`config.mk`:
```
export PLATFORM = sky130hd
export DESIGN_NAME = mm_ram_arbiter_flat
export DESIGN_NICKNAME = d
export VERILOG_FILES = /design/src/rtl/mm_ram_arbiter_pkg.sv /design/src/rtl/mm_ram_arbiter_if.sv /design/src/rtl/mm_ram_arbiter_line_asm.sv /design/src/rtl/mm_ram_arbiter.sv /design/src/flat_wrapper.sv
export SDC_FILE = /design/constraint.sdc
export NUM_CORES = 1
export LEC_CHECK = 0
export CAP_MARGIN = 20
export CORE_AREA = 2 2 125 127
export DETAILED_ROUTE_END_ITERATION = 10
export DIE_AREA = 0 0 127 129
export MAX_ROUTING_LAYER = met4
export PLACE_DENSITY = 0.82
export SLEW_MARGIN = 5
export SYNTH_ARGS = -nofsm -noshare
export SYNTH_HDL_FRONTEND = slang
export SYNTH_SLANG_ARGS = --single-unit
```
`constraint.sdc`:
```
create_clock -name clk -period 6.6 [get_ports clk]
set_input_delay 0.66 -clock clk [delete_from_list [all_inputs] [get_ports clk]]
set_output_delay 0.66 -clock clk [all_outputs]
set_load 0.005 [all_outputs]
```
`src/rtl/mm_ram_arbiter_pkg.sv`:
```
// Shared types and helpers for the single-port RAM arbiter.
// State enum, word size and line-to-beat conversion.
package mm_ram_arb_pkg;

  typedef enum logic {
    IDLE,
    IBURST
  } arb_state_e;

  localparam int WORD_BYTES = 4;

  function automatic int beats_of(input int width);
    return width / 32;
  endfunction

endpackage

```
`src/rtl/mm_ram_arbiter_if.sv`:
```
// Core-side fetch/data ports plus RAM macro port of the arbiter.
// slave: arbiter view; master: core + RAM model view.
interface mm_ram_arbiter_if #(
  parameter int ADDR_WIDTH        = 16,
  parameter int INSTR_RDATA_WIDTH = 128
);

  logic                         instr_req;
  logic [ADDR_WIDTH-1:0]        instr_addr;
  logic                         instr_gnt;
  logic                         instr_rvalid;
  logic [INSTR_RDATA_WIDTH-1:0] instr_rdata;

  logic                         data_req;
  logic [ADDR_WIDTH-1:0]        data_addr;
  logic                         data_we;
  logic [3:0]                   data_be;
  logic [31:0]                  data_wdata;
  logic                         data_gnt;
  logic                         data_rvalid;
  logic [31:0]                  data_rdata;

  logic                         ram_en;
  logic [ADDR_WIDTH-1:0]        ram_addr;
  logic                         ram_we;
  logic [3:0]                   ram_be;
  logic [31:0]                  ram_wdata;
  logic [31:0]                  ram_rdata;

  modport slave (
    input  instr_req, instr_addr,
    output instr_gnt, instr_rvalid, instr_rdata,
    input  data_req, data_addr, data_we,
    input  data_be, data_wdata,
    output data_gnt, data_rvalid, data_rdata,
    output ram_en, ram_addr, ram_we,
    output ram_be, ram_wdata,
    input  ram_rdata
  );

  modport master (
    output instr_req, instr_addr,
    input  instr_gnt, instr_rvalid, instr_rdata,
    output data_req, data_addr, data_we,
    output data_be, data_wdata,
    input  data_gnt, data_rvalid, data_rdata,
    input  ram_en, ram_addr, ram_we,
    input  ram_be, ram_wdata,
    output ram_rdata
  );

endinterface

```
`src/rtl/mm_ram_arbiter_line_asm.sv`:
```
// Fetch line assembler: beat counter, line base, line buffer.
// In: start/busy/line_addr/ram_rdata. Out: beat_addr/last_beat/line_rdata.
module mm_ram_line_asm
  import mm_ram_arb_pkg::*;
#(
  parameter int ADDR_WIDTH        = 16,
  parameter int INSTR_RDATA_WIDTH = 128
) (
  input  logic                         clk,
  input  logic                         rst,
  input  logic                         start,
  input  logic                         busy,
  input  logic [ADDR_WIDTH-1:0]        line_addr,
  input  logic [31:0]                  ram_rdata,
  output logic [ADDR_WIDTH-1:0]        beat_addr,
  output logic                         last_beat,
  output logic [INSTR_RDATA_WIDTH-1:0] line_rdata
);

  localparam int N  = beats_of(INSTR_RDATA_WIDTH);
  localparam int BW = (N > 1) ? $clog2(N) : 1;
  localparam logic [ADDR_WIDTH-1:0] OFF_MASK =
    ADDR_WIDTH'(N * WORD_BYTES - 1);

  logic [BW-1:0]         beat_cnt;
  logic [ADDR_WIDTH-1:0] line_base;
  logic [ADDR_WIDTH-1:0] start_base;

  assign start_base = line_addr & ~OFF_MASK;
  assign last_beat  = (beat_cnt == BW'(N - 1));

  // Beat 0 goes out in the grant cycle, before line_base is latched.
  assign beat_addr = start ? start_base
                   : (line_base | ADDR_WIDTH'({beat_cnt, 2'b00}));

  always_ff @(posedge clk or posedge rst) begin
    if (rst) begin
      beat_cnt  <= '0;
      line_base <= '0;
    end else if (start) begin
      line_base <= start_base;
      beat_cnt  <= (N > 1) ? BW'(1) : '0;
    end else if (busy) begin
      beat_cnt  <= last_beat ? '0 : beat_cnt + 1'b1;
    end
  end

  if (N > 1) begin : g_buf
    logic [31:0] lbuf [N-1];

    // While bursting, ram_rdata carries the beat issued last cycle.
    always_ff @(posedge clk or posedge rst) begin
      if (rst) begin
        for (int i = 0; i < N - 1; i++) lbuf[i] <= '0;
      end else if (busy) begin
        lbuf[BW'(beat_cnt - 1'b1)] <= ram_rdata;
      end
    end

    always_comb begin
      line_rdata = '0;
      for (int i = 0; i < N - 1; i++)
        line_rdata[32*i +: 32] = lbuf[i];
      line_rdata[32*(N-1) +: 32] = ram_rdata;
    end
  end else begin : g_nobuf
    assign line_rdata = ram_rdata;
  end

endmodule

```
`src/rtl/mm_ram_arbiter.sv`:
```
// Shares one 32-bit single-port RAM between fetch and data ports.
// Ports: clk, rst (async, high), bus (mm_ram_arbiter_if.slave).
module mm_ram_arbiter
  import mm_ram_arb_pkg::*;
#(
  parameter int ADDR_WIDTH        = 16,
  parameter int INSTR_RDATA_WIDTH = 128,
  parameter int STARVE_LIMIT      = 4
) (
  input logic                clk,
  input logic                rst,
  mm_ram_arbiter_if.slave    bus
);

  localparam int N  = beats_of(INSTR_RDATA_WIDTH);
  localparam int SW = $clog2(STARVE_LIMIT + 1);

  arb_state_e                   state_q, state_d;
  logic [SW-1:0]                starve_q;
  logic                         idle, starving;
  logic                         instr_win, data_win;
  logic                         instr_rv_q, data_rv_q;
  logic [ADDR_WIDTH-1:0]        beat_addr;
  logic                         last_beat;
  logic [INSTR_RDATA_WIDTH-1:0] line_rdata;

  assign idle     = (state_q == IDLE);
  assign starving = (starve_q == SW'(STARVE_LIMIT));

  always_comb begin
    instr_win = idle && bus.instr_req
             && (!bus.data_req || starving);
    data_win  = idle && bus.data_req && !instr_win;
  end

  mm_ram_line_asm #(
    .ADDR_WIDTH       (ADDR_WIDTH),
    .INSTR_RDATA_WIDTH(INSTR_RDATA_WIDTH)
  ) u_asm (
    .clk       (clk),
    .rst       (rst),
    .start     (instr_win),
    .busy      (!idle),
    .line_addr (bus.instr_addr),
    .ram_rdata (bus.ram_rdata),
    .beat_addr (beat_addr),
    .last_beat (last_beat),
    .line_rdata(line_rdata)
  );

  always_comb begin
    state_d = state_q;
    unique case (state_q)
      IDLE:    if (instr_win && N > 1) state_d = IBURST;
      IBURST:  if (last_beat) state_d = IDLE;
      default: state_d = IDLE;
    endcase
  end

  always_ff @(posedge clk or posedge rst) begin
    if (rst) begin
      state_q    <= IDLE;
      starve_q   <= '0;
      instr_rv_q <= 1'b0;
      data_rv_q  <= 1'b0;
    end else begin
      state_q    <= state_d;
      data_rv_q  <= data_win;
      instr_rv_q <= (instr_win && N == 1)
                 || (!idle && last_beat);
      if (instr_win)
        starve_q <= '0;
      else if (data_win && bus.instr_req && !starving)
        starve_q <= starve_q + 1'b1;
    end
  end

  always_comb begin
    bus.ram_en    = 1'b0;
    bus.ram_addr  = '0;
    bus.ram_we    = 1'b0;
    bus.ram_be    = '0;
    bus.ram_wdata = '0;
    if (!rst) begin
      unique case (1'b1)
        data_win: begin
          bus.ram_en    = 1'b1;
          bus.ram_addr  = bus.data_addr;
          bus.ram_we    = bus.data_we;
          bus.ram_be    = bus.data_be;
          bus.ram_wdata = bus.data_wdata;
        end
        instr_win || !idle: begin
          bus.ram_en    = 1'b1;
          bus.ram_addr  = beat_addr;
          bus.ram_be    = 4'hF;
        end
        default: ;
      endcase
    end
  end

  assign bus.instr_gnt    = instr_win && !rst;
  assign bus.data_gnt     = data_win && !rst;
  assign bus.instr_rvalid = instr_rv_q;
  assign bus.data_rvalid  = data_rv_q;
  assign bus.instr_rdata  = rst ? '0 : line_rdata;
  assign bus.data_rdata   = rst ? '0 : bus.ram_rdata;

endmodule

```
`src/flat_wrapper.sv`:
```
// flat-port wrapper written by rule: the top's interface ports become plain ports
module mm_ram_arbiter_flat import mm_ram_arb_pkg::*;
#(
  parameter int ADDR_WIDTH        = 16,
  parameter int INSTR_RDATA_WIDTH = 128,
  parameter int STARVE_LIMIT      = 4
)
  (clk, rst, bus_instr_req, bus_instr_addr, bus_instr_gnt, bus_instr_rvalid, bus_instr_rdata, bus_data_req, bus_data_addr, bus_data_we, bus_data_be, bus_data_wdata, bus_data_gnt, bus_data_rvalid, bus_data_rdata, bus_ram_en, bus_ram_addr, bus_ram_we, bus_ram_be, bus_ram_wdata, bus_ram_rdata);
  mm_ram_arbiter_if #(.ADDR_WIDTH(ADDR_WIDTH), .INSTR_RDATA_WIDTH(INSTR_RDATA_WIDTH)) bus_i ();
  input logic clk;
  input logic rst;
  input wire logic [$bits(bus_i.instr_req)-1:0] bus_instr_req;
  input wire logic [$bits(bus_i.instr_addr)-1:0] bus_instr_addr;
  output wire logic [$bits(bus_i.instr_gnt)-1:0] bus_instr_gnt;
  output wire logic [$bits(bus_i.instr_rvalid)-1:0] bus_instr_rvalid;
  output wire logic [$bits(bus_i.instr_rdata)-1:0] bus_instr_rdata;
  input wire logic [$bits(bus_i.data_req)-1:0] bus_data_req;
  input wire logic [$bits(bus_i.data_addr)-1:0] bus_data_addr;
  input wire logic [$bits(bus_i.data_we)-1:0] bus_data_we;
  input wire logic [$bits(bus_i.data_be)-1:0] bus_data_be;
  input wire logic [$bits(bus_i.data_wdata)-1:0] bus_data_wdata;
  output wire logic [$bits(bus_i.data_gnt)-1:0] bus_data_gnt;
  output wire logic [$bits(bus_i.data_rvalid)-1:0] bus_data_rvalid;
  output wire logic [$bits(bus_i.data_rdata)-1:0] bus_data_rdata;
  output wire logic [$bits(bus_i.ram_en)-1:0] bus_ram_en;
  output wire logic [$bits(bus_i.ram_addr)-1:0] bus_ram_addr;
  output wire logic [$bits(bus_i.ram_we)-1:0] bus_ram_we;
  output wire logic [$bits(bus_i.ram_be)-1:0] bus_ram_be;
  output wire logic [$bits(bus_i.ram_wdata)-1:0] bus_ram_wdata;
  input wire logic [$bits(bus_i.ram_rdata)-1:0] bus_ram_rdata;
  assign bus_i.instr_req = bus_instr_req;
  assign bus_i.instr_addr = bus_instr_addr;
  assign bus_instr_gnt = bus_i.instr_gnt;
  assign bus_instr_rvalid = bus_i.instr_rvalid;
  assign bus_instr_rdata = bus_i.instr_rdata;
  assign bus_i.data_req = bus_data_req;
  assign bus_i.data_addr = bus_data_addr;
  assign bus_i.data_we = bus_data_we;
  assign bus_i.data_be = bus_data_be;
  assign bus_i.data_wdata = bus_data_wdata;
  assign bus_data_gnt = bus_i.data_gnt;
  assign bus_data_rvalid = bus_i.data_rvalid;
  assign bus_data_rdata = bus_i.data_rdata;
  assign bus_ram_en = bus_i.ram_en;
  assign bus_ram_addr = bus_i.ram_addr;
  assign bus_ram_we = bus_i.ram_we;
  assign bus_ram_be = bus_i.ram_be;
  assign bus_ram_wdata = bus_i.ram_wdata;
  assign bus_i.ram_rdata = bus_ram_rdata;
  mm_ram_arbiter #(.ADDR_WIDTH(ADDR_WIDTH), .INSTR_RDATA_WIDTH(INSTR_RDATA_WIDTH), .STARVE_LIMIT(STARVE_LIMIT)) u_core (.clk(clk), .rst(rst), .bus(bus_i));
endmodule
```
* Word level (Yosys, flattened, before mapping)
Cells that the tools add are included.
** Cells by class
- Add/sub/neg operators :: 3
- Magnitude comparators :: 2
- Equal/unequal tests :: 2
- Muxes and demuxes :: 24
- Bitwise logic cells :: 3
- Reduce and logical (&&, ||, !) cells :: 19
** Operators with widths (number)
- $mux W128 :: 1
- $mux W32 :: 4
- $bwmux W96 :: 1
- $demux W32 S2 :: 1
- $mux W16 :: 2
- $pmux W16 S2 :: 1
- $or A16 B4 Y16 :: 1
- $logic_and A1 B1 Y1 :: 10
- $pmux W4 S2 :: 1
- $mux W1 :: 6
- $mux W2 :: 3
- $mux W3 :: 2
- $logic_not A1 Y1 :: 4
- $mux W4 :: 1
- $reduce_bool A2 Y1 :: 2
- $add A3 B1 Y3 const B :: 1
- $eq A3 B3 Y1 const B :: 1
- $ge A3 B3 Y1 const B :: 1
- $lt A3 B1 Y1 const B :: 1
- $not A2 Y3 :: 1
- $add A2 B1 Y2 const B :: 1
- $eq A2 B2 Y1 const B :: 1
- $logic_or A1 B1 Y1 :: 2
- $pmux W1 S2 :: 1
- other kinds (3) :: 3
** Storage, ports and cells
- Bits in registers :: 116
- Bits of input ports :: 105
- Output and inout bits :: 218
- Logic and storage cells :: 62

* Longest topological paths before layout
Gate-level depths: netlist (run 1).
- Depth in word-level cells :: 9
- Gate-level depth with buffers :: 7

* Hierarchy
A second synthesis (run 1) with hierarchy kept.
** Unflattened totals
- Cells, all modules :: 561
- Area total of the unflattened synthesis :: 6281.0 um^2
** Modules (own cells, without submodules)
- mm_ram_line_asm :: instances 1, cells each 282, area each 4421.7 um^2, seq. area each 2752.6 um^2
- mm_ram_arbiter :: instances 1, cells each 279, area each 1859.3 um^2, seq. area each 150.1 um^2

* Least setup slack after synthesis (run 1)
Ideal clock, no wire load.
- Path kind :: input -> output
- From :: input rst
- To :: output bus_ram_wdata[10]
- Arrival time :: 1.655 ns
- Setup slack :: 4.285 ns
- Stages on the path :: 6
- Path buffers :: 3
- Cells stage by stage :: buf_2 nor2b_2 and3_1 buf_2 clkbuf_2 and2_1
** Between the ends
- Cells in the longest elaborated chain, start to end :: 1
** Ends and longest elaborated chain
- start, declared :: line flat_wrapper.sv:11 : input logic rst;
- $mux W32 :: line mm_ram_arbiter.sv:84 : if (!rst) begin
- end, declared :: line flat_wrapper.sv:29 : output wire logic [$bits(bus_i.ram_wdata)-1:0] bus_ram_wdata;
Every way passes these cells.

* Worst setup path after layout (run 1)
- From :: input rst
- To :: output bus_ram_addr[11]
** Between the ends
- Cells in the longest elaborated chain, start to end :: 1
** Ends and longest elaborated chain
- $mux W16 :: line mm_ram_arbiter.sv:84
- end, declared :: line flat_wrapper.sv:26 : output wire logic [$bits(bus_i.ram_addr)-1:0] bus_ram_addr;
Every way passes these cells.

==> results of run 1 <==
-- cell type report --
type	count	area, um2
clock buffers	20	446.7
repair buffers	320	3196
fillers	1186	5346
inverters	6	25.02
multi-input cells	333	2690
well taps	188	235.2
flip-flops and latches	116	2903
clock inverters	11	135.1
-- stage by stage --
step	cell area (um2)	power, uW
4_1_cts	9629	3720
2_1_floorplan	6015	2057
3_3_place_gp	9047	2723
5_1_grt	9630	3900
3_5_place_dp	9047	2796
6_report	9630	3679
-- registers in the layout, indices dropped and copies added (netlist names) --
| register | cells |
|---|---|
| u_core.bus.instr_rvalid | 1 |
| u_core.starve_q | 3 |
| u_core.u_asm.line_rdata | 96 |
| u_core.u_asm.line_base | 12 |
| u_core.bus.data_rvalid | 1 |
| u_core.u_asm.beat_cnt | 2 |
| u_core.state_q | 1 |
-- layout by cell type, fill, tap and decap left out, types with 6 or more instances in the layout --
| master | netlist | final |
|---|---|---|
| sky130_fd_sc_hd__and2_1 | 36 | 36 |
| sky130_fd_sc_hd__ha_1 | 6 | 6 |
| sky130_fd_sc_hd__clkdlybuf4s50_1 | 0 | 317 |
| sky130_fd_sc_hd__dfrtp_1 | 116 | 116 |
| sky130_fd_sc_hd__o21ai_0 | 6 | 6 |
| sky130_fd_sc_hd__a22o_1 | 12 | 12 |
| sky130_fd_sc_hd__nor2b_1 | 128 | 128 |
| sky130_fd_sc_hd__clkbuf_16 | 0 | 17 |
| sky130_fd_sc_hd__mux2_2 | 104 | 104 |
| sky130_fd_sc_hd__nand2_1 | 14 | 11 |
| sky130_fd_sc_hd__clkinv_2 | 0 | 6 |
-- power by group through the flow --
stage               sequential, uW  clock [uW]  combinational [uW]
floorplan                     1190           0                 871
global placement              1230           0                1490
detailed placement            1260           0                1540
CTS                           1250         922                1550
global route                  1300         960                1640
finish                        1250         902                1520
-- worst min path at each step --
stage / startpoint / endpoint / slack, ns / depth (start not counted)
after CTS: u_core.u_asm.line_rdata[29]$_DFFE_PP0P_ / u_core.u_asm.line_rdata[29]$_DFFE_PP0P_ / 0.50 / 1
final: u_core.u_asm.line_rdata[29]$_DFFE_PP0P_ / u_core.u_asm.line_rdata[29]$_DFFE_PP0P_ / 0.49 / 1
after global placement: u_core.u_asm.line_rdata[25]$_DFFE_PP0P_ / u_core.u_asm.line_rdata[25]$_DFFE_PP0P_ / 0.48 / 1
after floorplan: u_core.u_asm.line_base[4]$_DFFE_PP0N_ / u_core.u_asm.line_base[4]$_DFFE_PP0N_ / 0.47 / 1
after detailed placement: u_core.u_asm.line_base[6]$_DFFE_PP0N_ / u_core.u_asm.line_base[6]$_DFFE_PP0N_ / 0.48 / 1
after global routing: u_core.u_asm.line_rdata[15]$_DFFE_PP0P_ / u_core.u_asm.line_rdata[15]$_DFFE_PP0P_ / 0.50 / 1
-- layer usage --
metal,up-vias,global-route usage (%)
li1,2237,-
met1,2318,24.18
met2,206,36.37
met3,37,5.988
met4,0,9.502
met5,-,-
-- cells by family (layout without fill, tap and decap cells) --
logic type	count (synthesis)	after routing	synth area share, %
simple gates	195	195	19.85
buf+inv	71	357	7.156
fa+ha+maj	6	6	1.248
compound gates	24	24	3.017
flops	116	116	48.26
mux	108	108	20.47
==> flow_summary.yaml, run 1 <==
setup_path:
  crit_path_end: "bus_ram_addr[11]"
  cp_data_required_time_ns: 5.94
  worstReg2RegEnd: "u_core.u_asm.line_rdata[37]$_DFFE_PP0P_"
  crit_path_start: "rst"
  cp_cell_sequence: "buf_4 -> buf_4 -> nor2_1 -> a22o_1 -> clkdlybuf4s50_1"
  worst_setup_path_start_kind: "input port"
  worst_setup_path_type: "input port to output pin"
  critical-path-top-delay-family: "buffers and inverters"
  timing.critical_path.slowest_cell_delay_ns: 0.75
  timing.reg2reg.setup_slack_ns: 4.62
  arrival_ns: 3.11
  timing.critical_path.mode_cell: "sky130_fd_sc_hd__buf_4"
  register_to_register_path_depth: 4
  crit_slowest_cell: "sky130_fd_sc_hd__buf_4"
  critical_path.reg2reg.startpoint: "u_core.u_asm.beat_cnt[0]$_DFFE_PP0P_"
  critPathBufInv: 3
  timing.critical_path.depth: 5
  worstSetupEndpointType: "output pin"
  largest_fanout_on_the_critical_path: 87
sta:
  period_needed_ns: 3.766
  tightest_slew_ns: 0.9642
  min_period_over_period_pct: 57.06
  report.final.hold_viol_count: 0
  post-route-worst-setup-slack_ns: 2.834
  fin_hold_ws_ns: 0.4943
  finalSetupViolations: 0
  fmaxAchievable_mhz: 265.5
  clock-skew-final_ns: 0.006121
  final_max_slew_viol_count: 0
  max-slew-margin-rel_pct: 35.49
  final.setup.tns_ns: 0
  setup_repair_after_global_routing_missed_its_margin: "no"
pwr:
  irDropWorstVdd_mv: 0.1893
  powerDensity_nw_per_um2: 382.0
  power_frac_comb_pct: 41.4
  p_sw_share_pct: 27.62
  share_seq_of_total_power_pct: 34.1
  netSwitchingPower_uw: 1016
  power.internal_uw: 2663
  total_leakage_power_uw: 0.003911
  share_clk_of_total_power_pct: 24.5
cells_and_area:
  finish.utilization_pct: 64.30
  antenna_cells: 0
  fraction_of_final_layout_cells_with_drive_strength_greater_than_1_pct: 18.61
  post_layout_nonfiller_instances: 994
  syn2layout_area_growth_pct: 60.12
  layout.nets: 905
floorplan:
  io_pins: 323
  floorplan.initialDensity_pct: 40.16
  std_cell_rows: 45
  coreArea_um2: 14980
  die_height_um: 129
  die_width_um: 127
  design.die.area_um2: 16380
clock_network:
  tritoncts: "built"
  root_buffer: "sky130_fd_sc_hd__clkbuf_16"
  max-clock-path-buffers: 2
  cts.sinks: 116
  cts-hold-fix-buffers: 0
  cts_buffers: 17
  clock_tree.htree_level_count: 4
  post-cts-setup-buffer-count: 0
  insertion_delay_ns: 0.40
  path_clk_slew_ns: 0.05
  post_cts.resized_instances: 0
synthesis:
  syn-cell-area_um2: 6015
  synthesis.area_per_instance_um2: 11.57
  synth-seq-area-share_pct: 48.26
  post_synth_inst_count: 520
  yosys_warnings: 0
  yosys.cell_count.top_type: "sky130_fd_sc_hd__nor2b_1"
  synth-edff-count: 0
  synth.top_cell.area_share_pct: 48.26
  synth-main-ff-cell: "sky130_fd_sc_hd__dfrtp_1"
  synth_area_leader_cell: "sky130_fd_sc_hd__dfrtp_1"
  synth.distinct_cells: 29
  yosys_register_bits: 116
  postSynth.asyncResetShare_pct: 100.0
  mappedNetlistNets: 631
  synth_area_leaders: "sky130_fd_sc_hd__dfrtp_1 48%, sky130_fd_sc_hd__mux2_2 19%, sky130_fd_sc_hd__nor2b_1 13%"
  yosys-top-cells-count: "128 x sky130_fd_sc_hd__nor2b_1, 116 x sky130_fd_sc_hd__dfrtp_1, 104 x sky130_fd_sc_hd__mux2_2"
grt:
  globalRouteOverflowTotal: 0
  vias_in_the_first_global_route: 4982
  largest_net_degree_at_the_start_of_global_routing: 88
  global_route.usage.total_pct: 21.61
  wire_length_of_the_first_global_routing_pass_um: 26690
  antenna_violations_before_repair: 0
placement:
  placement.io_buffers: 318
  place.detailed.hpwl_um: 12640
  gp_congestion: 0.7827
  dpl_worst_slack_ns: 2.480
  dp.cells: 963
route:
  dr_wl_met3_um: 1026
  viasPerCell: 4.827
  ant_nets: 0
  drt_pre_antenna_iters: 4
  drc: 0
  met1Wirelength_um: 6880
  routed_wire_length_per_instance_um: 17.47
  route.top_layer_used: "met4"
  detailroute.wirelength.met2_um: 8912
  routed-via-count: 4798
  drtIter0Drc: 152
  wirelength_um: 17370
min_path:
  timing.hold.worst.class: "register to register"
status:
  status: "finished clean"
run:
  max_cap_violations: 0
No activity file was read; power rests on OpenSTA's default activity.
==> inputs of run 2 (changes only) <==
--- a/config.mk
+++ b/config.mk
@@ -6,9 +6,10 @@
 export NUM_CORES = 1
 export LEC_CHECK = 0
 export CAP_MARGIN = 20
-export CORE_AREA = 2 2 125 127
+export CORE_ASPECT_RATIO = 1.1
+export CORE_MARGIN = 2
+export CORE_UTILIZATION = 40
 export DETAILED_ROUTE_END_ITERATION = 10
-export DIE_AREA = 0 0 127 129
 export MAX_ROUTING_LAYER = met4
 export PLACE_DENSITY = 0.82
 export SLEW_MARGIN = 5
==> constraint.sdc (replaced) <==
create_clock -name clk -period 3.5 [get_ports clk]
set_input_delay 0.35 -clock clk [delete_from_list [all_inputs] [get_ports clk]]
set_output_delay 0.35 -clock clk [all_outputs]
set_load 0.005 [all_outputs]
==> run 2 against run 1 <==
Combinational power is 88% higher. Non-clock buffer count rose by 3. Total power increased by 90%. Utilization rose by 0.81 points. Final cell count rose by 1.3%. Via count up 0.94%. Routed wire length increased by 4.9%. Sequential power up 89%. Clock power is 95% higher. First-iteration DRC count up 47%. Critical path type is now register to output pin. Largest cell class unchanged. Largest power group unchanged.
==> flow_summary.yaml, run 2 (same netlist as run 1, synthesis figures left out) <==
status:
  status: "finished clean"
sta:
  max-slew-margin-rel_pct: 38.17
  period_needed_ns: 3.057
  setup_repair_after_global_routing_missed_its_margin: "no"
  tightest_slew_ns: 0.9242
  report.final.hold_viol_count: 0
  final.setup.tns_ns: 0
  final_max_slew_viol_count: 0
  finalSetupViolations: 0
  fmaxAchievable_mhz: 327.1
  min_period_over_period_pct: 87.35
  clock-skew-final_ns: 0.005928
setup_path:
  arrival_ns: 2.71
  worst_setup_path_type: "register to output pin"
  worst_setup_path_start_kind: "register"
  critPathBufInv: 2
  critical-path-top-delay-family: "buffers and inverters"
  crit_slowest_cell: "sky130_fd_sc_hd__clkdlybuf4s50_1"
  worstSetupEndpointType: "output pin"
  cp_cell_sequence: "inv_1 -> ha_1 -> a21bo_4 -> a21oi_1 -> nor2_2 -> a22o_1 -> clkdlybuf4s50_1"
  largest_fanout_on_the_critical_path: 12
  timing.critical_path.slowest_cell_delay_ns: 0.55
  cp_data_required_time_ns: 3.15
  critical_path.reg2reg.startpoint: "u_core.u_asm.beat_cnt[0]$_DFFE_PP0P_"
  crit_path_start: "u_core.starve_q[0]$_DFFE_PP0P_"
placement:
  gp_congestion: 0.9397
  placement.io_buffers: 318
  placed_area_um2: 9081
  place.detailed.hpwl_um: 13750
grt:
  largest_net_degree_at_the_start_of_global_routing: 87
  vias_in_the_first_global_route: 5156
  global_route.usage.total_pct: 23.54
  global_route.usage.met3_pct: 5.991
  wire_length_of_the_first_global_routing_pass_um: 27800
  groute.layer.met2.usage_pct: 41.67
  grt.busiest_layer: "met2"
  met1_usage_pct: 24.31
  globalRouteOverflowTotal: 0
  antenna_violations_before_repair: 1
clock_network:
  cts-hold-fix-buffers: 0
  insertion_delay_ns: 0.41
  post_cts.resized_instances: 0
  cts.sinks: 116
  clock_tree.htree_level_count: 4
  tritoncts: "built"
  max-clock-path-buffers: 2
  post-cts-setup-buffer-count: 0
  path_clk_slew_ns: 0.05
  root_buffer: "sky130_fd_sc_hd__clkbuf_16"
  cts_buffers: 17
floorplan:
  std_cell_rows: 47
  die_height_um: 132.6
  coreArea_um2: 14880
  die_width_um: 120.9
  floorplan.initialDensity_pct: 40.43
  design.die.area_um2: 16030
  io_pins: 323
route:
  drc: 0
  drtIter0Drc: 224
  ant_nets: 0
  wirelength_um: 18230
  routed_wire_length_per_instance_um: 18.10
  drt_pre_antenna_iters: 4
  routed-via-count: 4843
  viasPerCell: 4.809
pwr:
  netSwitchingPower_uw: 1949
  powerDensity_nw_per_um2: 721.1
  finalPower_uw: 6986
  total_leakage_power_uw: 0.003915
  share_seq_of_total_power_pct: 33.8
  power_frac_comb_pct: 41.0
  share_clk_of_total_power_pct: 25.2
  irDropWorstVdd_mv: 0.3369
  p_sw_share_pct: 27.90
  power.internal_uw: 5037
cells_and_area:
  layout.nets: 908
  syn2layout_area_growth_pct: 61.08
  multi_input_area_um2: 2691
  area.sequential_um2: 2903
  layout.cells.most_common: "sky130_fd_sc_hd__clkdlybuf4s50_1"
  design_area_um2: 9688
  fraction_of_final_layout_cells_with_drive_strength_greater_than_1_pct: 19.01
  most-common-layout-cells: "317 x sky130_fd_sc_hd__clkdlybuf4s50_1, 128 x sky130_fd_sc_hd__nor2b_1, 116 x sky130_fd_sc_hd__dfrtp_1"
  finish.utilization_pct: 65.12
  final.fill_count: 1120
  largest_reg_flops: 96
min_path:
  hold_startpoint: "u_core.u_asm.line_rdata[66]$_DFFE_PP0P_"
  timing.hold.worst.class: "register to register"
run:
  max_cap_violations: 0
==> run 2: changes by cell type in the layout (fill, tap and decap cells not counted), sizes merged <==
cell,change
diode,+1
clkinv,-3
clkinvlp,+4
buf,+3
==> run 2: worst paths after layout <==
check                      cells after the start  slack (ns)                                      end
max reg2reg                                    4        1.54  u_core.u_asm.line_rdata[36]$_DFFE_PP0P_
min                                            1        0.49  u_core.u_asm.line_rdata[66]$_DFFE_PP0P_
max                                            7        0.44                          bus_ram_addr[5]
max in group asynchronous                      4        2.24  u_core.u_asm.line_rdata[73]$_DFFE_PP0P_
min in group asynchronous                      4        0.53  u_core.u_asm.line_rdata[19]$_DFFE_PP0P_
min reg2reg                                    1        0.49  u_core.u_asm.line_rdata[66]$_DFFE_PP0P_
==> run 2: metal layers <==
metal	routed length (um)	share of wire, %	vias up
met5	0	0	-
met4	578	3.2	0
met3	1279	7.0	36
met2	9721	53	226
met1	6646	36	2336
li1	-	-	2245
==> run 2: final cells by class <==
| type | count | share of cell area [%] |
|---|---|---|
| repair buffers | 323 | 33.22 |
| flip-flops and latches | 116 | 29.96 |
| multi-input cells | 333 | 27.78 |
| clock buffers | 20 | 4.611 |
| well taps | 196 | 2.531 |
| clock inverters | 12 | 1.601 |
| inverters | 6 | 0.2712 |
| diodes | 1 | 0.02583 |
==> run 2: stage by stage <==
step	setup slack, ns	instances	hold slack [ns]
6_report	0.4429	1007	0.4936
2_1_floorplan	1.112	520	0.4675
3_5_place_dp	0.3399	974	0.4821
3_3_place_gp	0.3706	974	0.4804
5_1_grt	0.2777	1007	0.5078
4_1_cts	0.1518	1006	0.4971
==> run 2: power by group through the flow <==
stage | registers [uW] | clock network, uW | logic [uW]
5_1_grt | 2440 | 1860 | 3090
6_report | 2360 | 1760 | 2860
4_1_cts | 2360 | 1790 | 2910
2_1_floorplan | 2240 | 0 | 1640
3_5_place_dp | 2370 | 0 | 2900
3_3_place_gp | 2320 | 0 | 2800
==> run 2: worst register-to-register path, delay by kind of cell, from the launching register on <==
kind / cells / cell delay [ns]
adders and majority gates: 1 / 0.21
buffers and inverters: 1 / 0.08
DFF: 1 / 0.44
muxes: 1 / 0.44
and+or+nand+nor: 1 / 0.67
==> inputs of run 3 (changes only) <==
--- a/config.mk
+++ b/config.mk
@@ -5,7 +5,6 @@
 export SDC_FILE = /design/constraint.sdc
 export NUM_CORES = 1
 export LEC_CHECK = 0
-export CAP_MARGIN = 20
 export CORE_ASPECT_RATIO = 1.1
 export CORE_MARGIN = 2
 export CORE_UTILIZATION = 40
==> results of run 3 <==
The final DEF is identical to that of run 2; final timing and power are the same.
